## config.mk

```make
export PLATFORM = sky130hd
export DESIGN_NAME = uart_tx_arbiter
export DESIGN_NICKNAME = d
export VERILOG_FILES = /design/src/rtl/uart_tx_arbiter.sv
export SDC_FILE = /design/constraint.sdc
export NUM_CORES = 1
export LEC_CHECK = 0
export CORE_MARGIN = 4
export CORE_UTILIZATION = 45
export DETAILED_ROUTE_END_ITERATION = 10
export PLACE_DENSITY = 0.72
export SYNTH_ARGS = -nofsm -noshare
export SYNTH_HDL_FRONTEND = slang
export SYNTH_SLANG_ARGS = --single-unit
```

## constraint.sdc

```tcl
create_clock -name i_clkTx -period 4.8 [get_ports i_clkTx]
set_clock_uncertainty 0.05 [all_clocks]
set_input_delay 0.96 -clock i_clkTx [delete_from_list [all_inputs] [get_ports i_clkTx]]
set_output_delay 0.96 -clock i_clkTx [all_outputs]
set_load 0.005 [all_outputs]
```

## src/rtl/uart_tx_arbiter.sv

```systemverilog
// Round-robin arbiter sharing one UART transmitter between four byte requesters.
// Each frame is granted, started, then closed by finish or timeout, followed by a guard gap.
module uart_tx_arbiter #(
   parameter int clksPerBit  = 87,
   parameter int guardBits   = 1,
   parameter int timeoutClks = 2048
) (
   input  logic        i_clkTx,
   input  logic        i_rstN,
   input  logic [3:0]  i_req,
   input  logic [31:0] i_reqData,
   output logic [3:0]  o_grant,
   output logic        o_txStart,
   output logic [7:0]  o_txBits,
   input  logic        i_txBusy,
   input  logic        i_txFinished,
   output logic [1:0]  o_owner,
   output logic        o_busy,
   output logic        o_timeoutErr
);
   localparam logic [31:0] GAP_CLKS = 32'(guardBits * clksPerBit);
   localparam logic [31:0] TMO_LAST = 32'(timeoutClks - 1);

   typedef enum logic [1:0] {s_idle, s_start, s_waitDone, s_guard} state_t;

   state_t      state_q, state_d;
   logic [31:0] cnt_q, cnt_d;
   logic [3:0]  grant_q, grant_d;
   logic        start_q, start_d;
   logic [7:0]  bits_q, bits_d;
   logic [1:0]  owner_q, owner_d;
   logic        busy_q, busy_d;
   logic        tmo_q, tmo_d;

   logic [1:0]  win, idx;
   logic        found;

   // Search starts just after the last owner, so the last winner is served last.
   always_comb begin
      win   = owner_q;
      idx   = '0;
      found = 1'b0;
      for (int k = 1; k <= 4; k++) begin
         idx = owner_q + 2'(k);
         if (!found && i_req[idx]) begin
            found = 1'b1;
            win   = idx;
         end
      end
   end

   always_comb begin
      state_d = state_q;
      cnt_d   = cnt_q;
      grant_d = '0;
      start_d = 1'b0;
      tmo_d   = 1'b0;
      bits_d  = bits_q;
      owner_d = owner_q;
      busy_d  = busy_q;
      case (state_q)
         s_idle: begin
            if (found && !i_txBusy) begin
               bits_d  = i_reqData[{win, 3'b000} +: 8];
               owner_d = win;
               grant_d = 4'b0001 << win;
               busy_d  = 1'b1;
               state_d = s_start;
            end
         end
         s_start: begin
            start_d = 1'b1;
            cnt_d   = '0;
            state_d = s_waitDone;
         end
         s_waitDone: begin
            // A finish arriving on the timeout edge still counts as a clean frame.
            if (i_txFinished) begin
               cnt_d   = '0;
               state_d = s_guard;
            end else if (cnt_q == TMO_LAST) begin
               tmo_d   = 1'b1;
               cnt_d   = '0;
               state_d = s_guard;
            end else begin
               cnt_d = cnt_q + 32'd1;
            end
         end
         s_guard: begin
            if (GAP_CLKS == 32'd0 || cnt_q == GAP_CLKS - 32'd1) begin
               busy_d  = 1'b0;
               state_d = s_idle;
            end else begin
               cnt_d = cnt_q + 32'd1;
            end
         end
         default: state_d = s_idle;
      endcase
   end

   always_ff @(posedge i_clkTx) begin
      if (!i_rstN) begin
         state_q <= s_idle;
         cnt_q   <= '0;
         grant_q <= '0;
         start_q <= 1'b0;
         bits_q  <= 8'h00;
         owner_q <= 2'd3;
         busy_q  <= 1'b0;
         tmo_q   <= 1'b0;
      end else begin
         state_q <= state_d;
         cnt_q   <= cnt_d;
         grant_q <= grant_d;
         start_q <= start_d;
         bits_q  <= bits_d;
         owner_q <= owner_d;
         busy_q  <= busy_d;
         tmo_q   <= tmo_d;
      end
   end

   assign o_grant      = grant_q;
   assign o_txStart    = start_q;
   assign o_txBits     = bits_q;
   assign o_owner      = owner_q;
   assign o_busy       = busy_q;
   assign o_timeoutErr = tmo_q;
endmodule

```

# Word-level counts from Yosys, hierarchy flattened
# Cells that the tools add are included.
# Widths: inputs -> output; s select.
# op_classes
eq_ne	9
bitwise_logic	2
add_sub_neg	4
shift	2
n_mux	30
reduce_logical	17
order_cmp	4
# ops
operator	count
$mux 32	3
$pmux 32 s3	1
$add 32x1->32 const B	1
$eq 32x11->1 const B	1
$eq 32x7->1 const B	1
$shiftx 32x6->8	1
$mux 2	8
$lt 2x3->1 const B	4
$mux 1	12
$reduce_and 3->1	3
$bmux 1 s2	4
$pmux 2 s4	1
$ne 2x2->1 const B	3
$add 2x2->2 const B	2
$eq 2x2->1 const B	2
$logic_and 1x1->1	4
$logic_not 1->1	4
$reduce_and 2->1	2
$shl 1x2->4 const A	1
$ne 3x3->1 const B	1
$reduce_bool 3->1	1
$reduce_or 3->1	1
$add 2x1->2 const B	1
$eq 2x1->1 const B	1
4 further kinds	5
# word_totals
output_inout_bits	17
word_cells	76
register_bits	51

# Depth between registers and ports, before layout
# depth
ltp_word	16
mapped_depth	9

# Least setup slack after synthesis
# Ideal clock, no wire load.
# synth_timing
path_kind	input -> register
startpoint	input i_req[0]
endpoint	register bits_q[1] (netlist: o_txBits[1])
setup_slack_ps	2461
t_arrival_ps	2151
path_buffers	2
stages	8
cell_sequence	a21oi_1 > a31oi_1 > o21ai_0 > o31a_1 > buf_2 > buf_2 > mux2i_1 > o221ai_1
# synth_via
elab_chain_len	14
elab_cells_between_ends	25
# synth_lines
item	line	text
start, declared	10	input logic [3:0] i_req,
parallel branches: the longest is 14 deep, another holds $bmux 1 s2	n/a	
end signal, assigned	116	bits_q <= bits_d;
end, declared	30	logic [7:0] bits_q, bits_d;
# Parallel ways; which one is timed is not known. The select of a mux whose other input is x is not followed.
# A chain may end at the register's enable or synchronous reset.

# Worst setup path in the final report
# layout_timing
startpoint	input i_req[0]
endpoint	register bits_q[6] (netlist: o_txBits[6])
# Same word-level chain as after synthesis.

==> flow_metrics.py <==
metrics = {
    "global_routing": {
        "grt_pass1_vias": 2271,
        "grt_first_pass_wirelength_um": 11500,
        "globalRouteOverflowTotal": 0,
        "antenna_found_initial": 0,
        "grt_usage_pct": 19.4,
        "grt_max_degree": 33,
    },
    "setup_path": {
        "cp.arrival_ps": 3050,
        "cp-end-kind": "register",
        "worst-path-max-fanout": 19,
        "start_kind": "input pin",
        "crit_type": "input pin to register",
        "worst_ep_required_time_ps": 4930,
    },
    "route": {
        "viasPerCell": 5.61,
        "drtIter0Drc": 112,
        "routed_wl_um": 6760,
        "drc": 0,
        "dr.pass1.iters": 4,
        "vias": 2441,
        "wl_per_cell_um": 15.5,
        "postRouteAntennaNets": 0,
    },
    "logic_synthesis": {
        "async_reset_ff_share_pct": 0,
        "syn-cell-area_mm2": 0.00268,
        "syn-num-nets": 359,
        "ys_seq_area_share_pct": 38.0,
        "synth_area_per_cell_um2": 8.60,
        "synth_cell_type_count": 50,
        "synth-edff-count": 0,
        "ys_warn_count": 0,
        "ys.flop_type": "dfxtp_1",
        "syn_inst": 312,
        "synth_seq_cells": 51,
    },
    "pwr": {
        "ir_drop_v": 0.000190,
        "power_density_mw_per_mm2": 374,
        "p_leak_nw": 1.19,
    },
    "floorplanning": {
        "rows": 27,
        "initial_core_util_pct": 47.6,
        "die_h_um": 85.2,
        "die_x_um": 85.2,
        "core_mm2": 0.00564,
        "num_io_pins": 57,
        "dieArea_mm2": 0.00726,
    },
    "timing": {
        "timing.fmax_ghz": 0.342,
        "worst_pin_slew_ps": 1080,
        "hold-worst-slack_ps": 422,
        "hold_violations": 0,
        "setup_viol": 0,
        "slew_headroom_pct": 27.7,
        "rsz0062_at_grt": "false",
        "fin_crit_ps": 2920,
        "finalCritPeriodShare_pct": 60.9,
        "drv_slew": 0,
        "finalWorstSetupSlack_ps": 1880,
        "tns_ps": 0,
    },
    "cells_and_area": {
        "syn_to_final_growth_pct": 25.6,
        "nets": 409,
        "diodes": 0,
        "final_cell_count_no_fill": 435,
        "drive_gt1_share_pct": 5.23,
        "layout_common_cells": "clkdlybuf4s50_1 (56), dfxtp_1 (51), nor2_1 (42), nand2_1 (28), mux2i_1 (17)",
        "layout_commonest_cell": "clkdlybuf4s50_1",
    },
    "placed_design": {
        "dp_cells": 427,
        "post-place-ws_ps": 1530,
        "place_hpwl_um": 4970,
        "globalplace.congestion": 0.823,
        "port_buffers": 56,
    },
    "clocking": {
        "htreeDepth": 2,
        "max-clock-path-buffers": 2,
        "cts_root_buf": "clkbuf_8",
        "cts_tree": "done",
        "clkSinkCount": 51,
        "hold_buffers": 0,
        "clock_latency_ps": 310,
        "cts_setup_buffers": 0,
        "path_clk_slew_ps": 90,
        "cts_resized": 0,
        "cts-buffers-inserted": 5,
    },
    "hold_path": {
        "hold_path.class": "register to register",
    },
    "outcome": {
        "outcome": "finished clean",
    },
    "flow_run": {
        "cap_violations": 0,
    },
}
metal layers:
| layer | wire length [µm] | global-route usage, % | up-vias |
|---|---|---|---|
| li1 | - | - | 1219 |
| met1 | 3230 | 27.1 | 1144 |
| met2 | 3020 | 29.9 | 67 |
| met3 | 391 | 4.27 | 11 |
| met4 | 110 | 6.04 | 0 |
| met5 | 0 | 0 | - |
critical path, cell delays in order:
cell and delay [ps]:
clkdlybuf4s50_1 440, a21oi_1 180, a31oi_1 60, o21ai_0 90, o31a_1 880, mux2i_1 310
o221ai_1 130
synth_stat cells (4+ instances only):
master / instances / area share, %
mux2i_1: 17 / 6.3
inv_1: 10 / 1.4
nand3_1: 11 / 2.1
o21ai_0: 9 / 1.7
dfxtp_1: 51 / 38
xnor2_1: 13 / 4.2
and3_1: 5 / 1.2
nor3_1: 13 / 2.4
nor4_1: 7 / 1.6
xor2_1: 14 / 4.6
nand4_1: 15 / 3.5
ha_1: 7 / 3.3
a21oi_1: 6 / 1.1
clkbuf_1: 6 / 0.84
o221ai_1: 8 / 2.6
and2_1: 4 / 0.93
nand2_1: 28 / 3.9
nor2_1: 42 / 5.9
worst paths after layout:
kind | slack [ps] | cells after the start | endpoint | from
worst max register to register | 1940 | 6 | cnt_q[14] | cnt_q[29]
worst min-delay path | 420 | 2 | o_txBits[6] | o_txBits[6]
worst max-delay path | 1880 | 7 | o_txBits[6] | i_req[0]
worst min register to register | 420 | 2 | o_txBits[6] | o_txBits[6]
registers in the layout, indices dropped and copies added, names as in the netlist:
register and count:
o_owner 2, cnt_q 32, o_txBits 8, o_txStart 1, o_busy 1, state_q 2, o_timeoutErr 1, o_grant 4
stage by stage:
step / utilization [%] / instance area [µm²] / total power, mW
after floorplan: - / 2680 / 0.834
after global placement: 58.0 / 3270 / 0.988
after global routing: 59.7 / 3370 / 1.35
after detailed placement: 58.0 / 3270 / 0.997
final: 59.7 / 3370 / 1.26
after CTS: 59.7 / 3370 / 1.27
power by group:
| group | internal, mW | total (mW) | switching (mW) | leakage (nW) |
|---|---|---|---|---|
| sequential | 0.466 | 0.498 | 0.0328 | 0.414 |
| combinational | 0.206 | 0.488 | 0.282 | 0.729 |
| clock | 0.132 | 0.273 | 0.141 | 0.0515 |
cell type report:
| cell class | instances | area [µm²] |
|---|---|---|
| Timing Repair Buffer | 56 | 561 |
| Fill cell | 513 | 2270 |
| Inverter | 11 | 41.3 |
| Clock buffer | 8 | 100 |
| Sequential cell | 51 | 1020 |
| Tap cell | 72 | 90.1 |
| Multi-Input combinational cell | 237 | 1560 |
cell families after synthesis:
group / count (synthesis) / share of synthesized area (%)
xor gates and xnor gates: 27 / 8.81
AOI/OAI and AO/OA: 39 / 11.1
adders and majority gates: 7 / 3.26
buffers and inverters: 24 / 3.92
muxes: 17 / 6.34
and+or+nand+nor: 147 / 28.5
DFF: 51 / 38.0
(Power assumes the default switching activity.)
